==> src/rtl/arbiter_pkg.sv <==
// Shared types, mode constants and index-width helper for the arbiter_rr block.
package arbiter_pkg;

  typedef enum logic {
    IDLE  = 1'b0,
    GRANT = 1'b1
  } arb_state_e;

  localparam logic MODE_FIXED = 1'b0;
  localparam logic MODE_RR    = 1'b1;

  function automatic int calc_idw(input int n);
    return (n > 1) ? $clog2(n) : 1;
  endfunction

endpackage

==> src/rtl/arb_rr_pick.sv <==
// Combinational winner selection: highest index in fixed mode, first set bit
// after ptr (wrapping) in round-robin mode. Masked requesters are never picked.
module arb_rr_pick
  import arbiter_pkg::*;
#(
  parameter int N_REQ = 4,
  parameter int IDW   = calc_idw(N_REQ)
) (
  input  logic [N_REQ-1:0] req_i,
  input  logic [IDW-1:0]   ptr_i,
  input  logic             mode_i,
  input  logic [N_REQ-1:0] mask_i,
  output logic [IDW-1:0]   winner_o,
  output logic             valid_o
);

  logic [N_REQ-1:0] cand;

  function automatic logic [IDW-1:0] wrap_idx(input logic [IDW-1:0] p, input int k);
    int s;
    s = int'(p) + k;
    if (s >= N_REQ) s = s - N_REQ;
    return IDW'(s);
  endfunction

  always_comb begin
    cand     = req_i & ~mask_i;
    valid_o  = |cand;
    winner_o = '0;
    if (mode_i == MODE_RR) begin
      // Scan farthest-first so the nearest set bit after ptr is the final assignment.
      for (int k = N_REQ; k >= 1; k--) begin
        if (cand[wrap_idx(ptr_i, k)]) winner_o = wrap_idx(ptr_i, k);
      end
    end else begin
      for (int i = 0; i < N_REQ; i++) begin
        if (cand[IDW'(i)]) winner_o = IDW'(i);
      end
    end
  end

endmodule

==> src/rtl/arbiter_rr.sv <==
// N-requester arbiter with run-time fixed/round-robin policy and hold-until-release grants.
// Optional forced release after HOLD_MAX cycles when ARBITER_TIMEOUT_EN is defined.
module arbiter_rr
  import arbiter_pkg::*;
#(
  parameter int  N_REQ    = 4,
  parameter int  HOLD_MAX = 16,
  localparam int IDW      = calc_idw(N_REQ)
) (
  input  logic             clk_i,
  input  logic             rst_ni,
  input  logic             mode_i,
  input  logic [N_REQ-1:0] req_i,
  output logic [N_REQ-1:0] gnt_o,
  output logic             gnt_valid_o,
  output logic [IDW-1:0]   gnt_id_o,
  output logic             timeout_o
);

  if (N_REQ < 2 || N_REQ > 32 || HOLD_MAX < 2 || HOLD_MAX > 65535) begin : g_param_check
    $error("arbiter_rr: N_REQ or HOLD_MAX out of range");
  end

  arb_state_e       state_q, state_d;
  logic [N_REQ-1:0] gnt_q, gnt_d;
  logic             gnt_valid_q, gnt_valid_d;
  logic [IDW-1:0]   gnt_id_q, gnt_id_d;
  logic [IDW-1:0]   ptr_q, ptr_d;
  logic [N_REQ-1:0] pick_mask;
  logic [IDW-1:0]   pick_winner;
  logic             pick_valid;
  logic             owner_req;

  assign owner_req = req_i[gnt_id_q];

`ifdef ARBITER_TIMEOUT_EN
  localparam int HOLD_W = $clog2(HOLD_MAX + 1);
  logic [HOLD_W-1:0] hold_q, hold_d;
  logic              timeout_q, timeout_d;
  logic [N_REQ-1:0]  owner_oh;

  always_comb begin
    owner_oh           = '0;
    owner_oh[gnt_id_q] = 1'b1;
    // After a forced release, skip the stuck owner only if someone else is waiting.
    pick_mask = (timeout_q && |(req_i & ~owner_oh)) ? owner_oh : '0;
  end
  assign timeout_o = timeout_q;
`else
  assign pick_mask = '0;
  assign timeout_o = 1'b0;
`endif

  arb_rr_pick #(
    .N_REQ(N_REQ),
    .IDW  (IDW)
  ) u_pick (
    .req_i   (req_i),
    .ptr_i   (ptr_q),
    .mode_i  (mode_i),
    .mask_i  (pick_mask),
    .winner_o(pick_winner),
    .valid_o (pick_valid)
  );

  always_comb begin
    state_d     = state_q;
    gnt_d       = gnt_q;
    gnt_valid_d = gnt_valid_q;
    gnt_id_d    = gnt_id_q;
    ptr_d       = ptr_q;
`ifdef ARBITER_TIMEOUT_EN
    hold_d      = hold_q;
    timeout_d   = 1'b0;
`endif
    case (state_q)
      IDLE: begin
`ifdef ARBITER_TIMEOUT_EN
        hold_d = '0;
`endif
        if (pick_valid) begin
          state_d             = GRANT;
          gnt_d               = '0;
          gnt_d[pick_winner]  = 1'b1;
          gnt_valid_d         = 1'b1;
          gnt_id_d            = pick_winner;
          ptr_d               = pick_winner;
`ifdef ARBITER_TIMEOUT_EN
          hold_d              = HOLD_W'(1);
`endif
        end
      end
      GRANT: begin
        if (!owner_req) begin
          state_d     = IDLE;
          gnt_d       = '0;
          gnt_valid_d = 1'b0;
        end
`ifdef ARBITER_TIMEOUT_EN
        else if (hold_q == HOLD_W'(HOLD_MAX)) begin
          state_d     = IDLE;
          gnt_d       = '0;
          gnt_valid_d = 1'b0;
          timeout_d   = 1'b1;
        end else begin
          hold_d = hold_q + 1'b1;
        end
`endif
      end
      default: state_d = IDLE;
    endcase
  end

  always_ff @(posedge clk_i or negedge rst_ni) begin
    if (!rst_ni) begin
      state_q     <= IDLE;
      gnt_q       <= '0;
      gnt_valid_q <= 1'b0;
      gnt_id_q    <= '0;
      ptr_q       <= IDW'(N_REQ - 1);
`ifdef ARBITER_TIMEOUT_EN
      hold_q      <= '0;
      timeout_q   <= 1'b0;
`endif
    end else begin
      state_q     <= state_d;
      gnt_q       <= gnt_d;
      gnt_valid_q <= gnt_valid_d;
      gnt_id_q    <= gnt_id_d;
      ptr_q       <= ptr_d;
`ifdef ARBITER_TIMEOUT_EN
      hold_q      <= hold_d;
      timeout_q   <= timeout_d;
`endif
    end
  end

  assign gnt_o       = gnt_q;
  assign gnt_valid_o = gnt_valid_q;
  assign gnt_id_o    = gnt_id_q;

endmodule

==> config.mk <==
export PLATFORM = sky130hd
export DESIGN_NAME = arbiter_rr
export DESIGN_NICKNAME = d
export VERILOG_FILES = /design/src/rtl/arbiter_pkg.sv /design/src/rtl/arb_rr_pick.sv /design/src/rtl/arbiter_rr.sv
export SDC_FILE = /design/constraint.sdc
export NUM_CORES = 1
export LEC_CHECK = 0
export CORE_AREA = 2 2 39 41
export CTS_CLUSTER_SIZE = 30
export DETAILED_ROUTE_END_ITERATION = 12
export DIE_AREA = 0 0 41 43
export DONT_BUFFER_PORTS = 1
export GPL_TIMING_DRIVEN = 0
export REMOVE_ABC_BUFFERS = 1
export SETUP_SLACK_MARGIN = 0.5
export SLEW_MARGIN = 5
export SYNTH_ARGS = -nofsm -noshare
export SYNTH_HDL_FRONTEND = slang
export SYNTH_SLANG_ARGS = --single-unit
==> constraint.sdc <==
create_clock -name clk_i -period 1.6 [get_ports clk_i]
set_input_delay 0.16 -clock clk_i [delete_from_list [all_inputs] [get_ports clk_i]]
set_output_delay 0.16 -clock clk_i [all_outputs]
set_load 0.005 [all_outputs]
==> results of run 1 <==
-- logic make-up (layout without fill, tap and decap cells) --
kind of cell	count (synthesis)	in the layout
AND/OR/NAND/NOR	23	23
AO/OA/AOI/OAI	15	15
flip-flops	10	10
buffers and inverters	4	13
multiplexers	3	3
other	1	1
-- power groups by stage --
stage / combinational (mW) / clock (mW) / sequential (mW)
after floorplan: 0.316 / 0 / 0.469
after global placement: 0.367 / 0 / 0.498
after detailed placement: 0.368 / 0 / 0.500
after CTS: 0.492 / 0.171 / 0.489
after global routing: 0.590 / 0.180 / 0.520
final: 0.530 / 0.159 / 0.492
-- timing repair --
item,CTS,global route
buffers inserted,5,1
hold endpoints to repair,10,0
gates cloned,0,0
setup endpoints to repair,10,10
gates resized for setup,3,4
hold buffers,1,0
pin swaps,7,0
-- placed cells by master, fill, tap and decap left out, drive strengths merged, types with 2 or more instances in the layout --
cell and instances:
a21boi 2, a21oi 2, a22o 2, and3b 2, buf 6, clkbuf 3
dfrtp 8, dfstp 2, inv 3, mux2 2, nand2 7, nor2 5
nor2b 2, o2bb2ai 2, or3b 2
-- stage by stage --
step / std cells / power [mW] / area (sq um) / utilization [%]
after floorplan: 55 / 0.784 / 577 / -
after global placement: 71 / 0.864 / 597 / 43.1
after detailed placement: 71 / 0.867 / 597 / 43.1
after CTS: 80 / 1.15 / 677 / 48.9
after global routing: 81 / 1.29 / 693 / 50.1
final: 81 / 1.18 / 693 / 50.1
-- worst max-delay path: cells and delay by family, from the launching register on --
| kind | cells | cell delay [ns] |
|---|---|---|
| mux | 1 | 0.55 |
| compound gates | 1 | 0.23 |
| flops | 1 | 0.40 |
| simple gates | 2 | 0.21 |
-- cells in the mapped netlist, types with 2 or more instances --
| master | count |
|---|---|
| inv_1 | 3 |
| dfstp_2 | 2 |
| nor2_1 | 5 |
| nand2_1 | 7 |
| o2bb2ai_1 | 2 |
| dfrtp_1 | 8 |
| or3b_1 | 2 |
| mux2_2 | 2 |
| and3b_1 | 2 |
| a22o_1 | 2 |
-- flip-flops by register name, summed over array words and instances, names as in the netlist --
register and cells:
gnt_o 4, state_q 1, gnt_id_o 2, ptr_q 2, gnt_valid_o 1
-- layer usage --
metal	vias to the layer above	wire length, um
met1	218	497
li1	225	-
met4	0	9
met3	2	88
met5	-	0
met2	14	528
-- final cells by class --
cell class	count	share of cell area (%)
clock buffer	3	3.25
tap	16	2.89
timing repair buffer	7	9.03
sequential	10	36.6
multi-input combinational	42	46.6
inverter	3	1.62
-- final timing paths --
kind	cells after the start	start	to	slack, ns
min in group asynchronous	1	rst_ni	gnt_id_o[1]	0.28
max	4	gnt_id_o[0]	gnt_o[1]	0.1
min reg2reg	1	gnt_o[0]	gnt_o[0]	0.51
min	3	mode_i	ptr_q[1]	0.19
max reg2reg	4	gnt_id_o[0]	gnt_o[1]	0.1
max in group asynchronous	1	rst_ni	ptr_q[0]	0.98
==> metrics.txt, run 1 <==
register area share after synthesis 43.3%; final setup fails 0; Vias/cell 5.67; initial antenna violation count 0; CORE AREA roughly 1400 sq um; Critical Path AT 1.64 ns; port bufs 0; synthesized flop and latch total 10; nature of the critical path startpoint flip-flop; post-synthesis adder-cell area fraction 0%; Starting Density 42.2%; yosys synthesis warning count 0; clock-pin slew on the worst setup and hold paths 0.06 ns; H-tree Lvls 1; max-slew violations 0; GPL Wtd Cong ~0.75; P per Cell Area around 1700 nW/um^2; Cell variety after synth 31; fin nets 74; ys async rst share between 90% and 100%; DR WL/cell 13.9 um; compound-gate portion of the synthesized area 23.6%; max-cap violation count 0; Multi-input gate area 323 sq um; ant diodes 0; Crit Path Category reg -> reg; number of synthesized flops with an enable pin 0; Pleak roughly 0.31 nW; Fill cells 133; met1 usage 21.7%; Root Buffer Master clkbuf_4; maximum buffer depth of the clock tree 2; Internal 766 uW; xor and xnor fraction of the mapped netlist area 0%; Post-Synth Simple-Gate Area 21.6%; post-route ant nets 0; Max FO, Critical Path 4; Clk pwr share between 10% and 20%; layout cells sized above 1 between 30% and 40%; I/O pin count 15; via count 459; die area 1760 sq um; Clock Skew 0.00247 ns; Starting DRT DRC Count 5; pre-CTS setup slack a little under 0.04 ns; DR DRC count 0; Comb pwr share between 40% and 50%; critical-path cell list mux4_2 > nor2b_4 > nor2_2 > a22o_1; met3 Track Usage GR between 4 and 5%; Mapped Cells 56; switching pwr 415 uW; GRT overflow 0; fin crit share 93.8%; Worst path slowest cell mux4_2; vias in the first global route 435; dpl hpwl 828 um; multiplexer share of the synthesized area 7.71%; Avg Cell Area, Syn between 10 and 15 sq um; most common flop cell mapped by yosys dfrtp_1; GRT Total Usage 16.2%; largest area contributor in the netlist dfrtp_1; delay of the slowest critical-path stage 0.55 ns; run status finished clean; RSZ-0062 raised after global routing yes; drt pass-1 iters 4; first-pass GRT wire length 1890 um; final hold viol count 0; Worst VDD drop 0.000728 V; pin count of the biggest net entering global routing 11; Area contributors post-synth dfrtp_1 (34%), dfstp_2 (9.0%), nand2_1 (4.5%); clk_lat worst skew 0.25 ns; Synth top area share 34.3%; DIE HEIGHT 43 um; Most Used Layer, Global Route met1; Worst Hold Class in -> reg; Clock Sinks 10; CTS tree done; Critical Path RT approximately 1.7 ns; WHS 0.192 ns; area of the mapped netlist approximately 600 sq um; row cnt 14; Setup Total Neg Slack 0 ns; Period minus WS final 1.50 ns; Routed WL 1120 um; Sequential Area around 250 sq um; Die Width 41 um; Fmax between 600 and 700 MHz; setup ws final approximately 0.099 ns; Syn-to-layout area delta 18.6%; met2 Use GR 21.6%; Net Sw Frac a little over a third; critical path capture point type flip-flop; CTS buffer count 3; sequential power share 41.7%; main combinational cell family by area after synthesis compound AO/OA/AOI/OAI gates
Note: power is estimated with default switching activity, not from simulation.
==> run 2: changes to the inputs <==
--- a/config.mk
+++ b/config.mk
@@ -12,7 +12,6 @@
 export DONT_BUFFER_PORTS = 1
 export GPL_TIMING_DRIVEN = 0
 export REMOVE_ABC_BUFFERS = 1
-export SETUP_SLACK_MARGIN = 0.5
 export SLEW_MARGIN = 5
 export SYNTH_ARGS = -nofsm -noshare
 export SYNTH_HDL_FRONTEND = slang
==> metrics.txt, run 2 (synthesized netlist as in run 1, its figures left out) <==
fin area 649 sq um (-6.3%); dpl hpwl 828 um (unchanged); layout cells sized above 1 25.4% (-8.4 points); CTS tree done; Die Width 41 um (unchanged); Crit Path Category reg -> reg; Reg2Reg Setup Slack 0.08 ns (-0.02 ns); DIE HEIGHT 43 um (unchanged); run status finished clean; Worst Hold Class in -> reg; fin nets 68 (-8.1%); port bufs 0 (unchanged); DR WL/cell 14.8 um (+6.8%); final setup fails 0 (unchanged); I/O pin count 15 (unchanged); most frequent cells in the layout nand2_1 (7), dfrtp_1 (7), nor2_1 (4); Vias/cell 5.80 (+2.4%); P per Cell Area 1650 nW/um^2 (-3.3%); RSZ-0062 raised after global routing no; final core occ 46.9% (-3.2 points); Routed WL 1110 um (-1.1%); Reg-to-Reg End gnt_o[1]; sequential power share 46.5% (+4.8 points); hold_sp mode_i; Root Buffer Master clkbuf_4; Pleak 0.282 nW (-9.9%); nature of the critical path startpoint flip-flop; Setup Total Neg Slack 0 ns (unchanged); Hold EP ptr_q[1]; Fill cells 139 (+4.5%); Comb pwr share 38.6% (-6.3 points); CTS buffer count 3 (unchanged); Internal 674 uW (-12%); max reg flops 4 (unchanged); Worst Setup SP gnt_id_o[0]; placed inst area 597 sq um (unchanged); Worst VDD drop 0.000644 V (-12%); clk_lat worst skew 0.25 ns (about the same); startpoint of the worst register-to-register path gnt_id_o[0]; final hold viol count 0 (unchanged); Clk pwr share 14.9% (+1.4 points); clock-pin slew on the worst setup and hold paths 0.06 ns (about the same); fin crit share 95.1% (+1.3 points); GRT overflow 0 (unchanged); Fmax 657 MHz (-1.3%); die area 1760 sq um (unchanged); switching pwr 396 uW (-4.7%); max-slew violations 0 (unchanged); first-pass GRT wire length 1790 um (-5.1%); Post-CTS Setup Inserts 0 (-5); max-cap violation count 0 (unchanged); Net Sw Frac 37.0% (+1.8 points); GPL Wtd Cong 0.750 (unchanged); Clock Skew 0.00271 ns (+0.000241 ns); post-route ant nets 0 (unchanged); via count 435 (-5.2%); hold depth 3 (unchanged); Clock Sinks 10 (unchanged); Critical Path AT 1.66 ns (+0.02 ns); row cnt 14 (unchanged); Reg2Reg Depth 4 (unchanged); maximum buffer depth of the clock tree 2 (unchanged); Syn-to-layout area delta 11.1%; H-tree Lvls 1 (unchanged); Starting DRT DRC Count 3 (-2); Starting Density 42.2% (unchanged); ant diodes 0 (unchanged); DR DRC count 0 (unchanged); GRT Total Usage 15.4% (-0.82 points); pin count of the biggest net entering global routing 11 (unchanged); CORE AREA 1380 sq um (unchanged); critical path capture point type flip-flop; initial antenna violation count 0 (unchanged); Max FO, Critical Path 4 (unchanged); Period minus WS final 1.52 ns (+0.0205 ns); vias in the first global route 416 (-4.4%); Critical Path RT 1.74 ns (about the same); drt pass-1 iters 4 (unchanged)
run 2: power by group through the flow:
stage / logic (mW) / clock network, mW / registers [mW]
final: 0.413 / 0.160 / 0.497
after CTS: 0.379 / 0.171 / 0.496
after global routing: 0.467 / 0.180 / 0.523
after floorplan: 0.316 / 0 / 0.469
after global placement: 0.367 / 0 / 0.498
after detailed placement: 0.368 / 0 / 0.500
run 2: timing repair:
item / 4_1_cts / 5_1_grt
setup endpoints to repair: 0 / 4
hold endpoints to repair: 10 / 0
hold buffers: 1 / 0
resized for setup: 0 / 5
run 2: how the worst max path moves through the flow:
| stage | end | slack [ns] | cells past startpoint |
|---|---|---|---|
| 2_1_floorplan | gnt_o[1] | 0.16 | 4 |
| 4_1_cts | gnt_o[1] | 0.02 | 4 |
| 5_1_grt | gnt_id_o[0] | 0.002 | 4 |
| 3_3_place_gp | gnt_o[1] | 0.05 | 4 |
| 3_5_place_dp | gnt_o[1] | 0.04 | 4 |
| 6_report | gnt_o[1] | 0.08 | 4 |
run 2: per-stage QoR:
step / std cells / hold slack, ns / setup slack (ns) / power (mW)
floorplan: 55 / -0.136 / 0.157 / 0.784
finish: 75 / 0.205 / 0.0783 / 1.07
global placement: 71 / -0.135 / 0.0450 / 0.864
detailed placement: 71 / -0.135 / 0.0396 / 0.867
CTS: 75 / 0.178 / 0.0198 / 1.05
global route: 75 / 0.218 / 0.00159 / 1.17
run 2: area by class of cell:
cell class	instances	area, sq um	area share, %
tap	16	20.0	3.08
clock buffer	3	22.5	3.47
multi-input combinational	42	332	51.1
timing repair buffer	1	10.0	1.54
inverter	3	11.3	1.73
sequential	10	254	39.1
run 2: per-layer routing:
metal  up-vias  routed length [um]  GRT usage, %
met3         2                  87          4.19
met1       208                 497          20.7
li1        211                   -             -
met5         -                   0             0
met4         0                  10          12.0
met2        14                 516          20.0
run 2: worst max-delay path, cell delays in order (launching register included):
cell,delay (ns)
dfrtp_2,0.40
mux4_2,0.55
nor2b_4,0.15
nor2_2,0.06
a22o_1,0.25
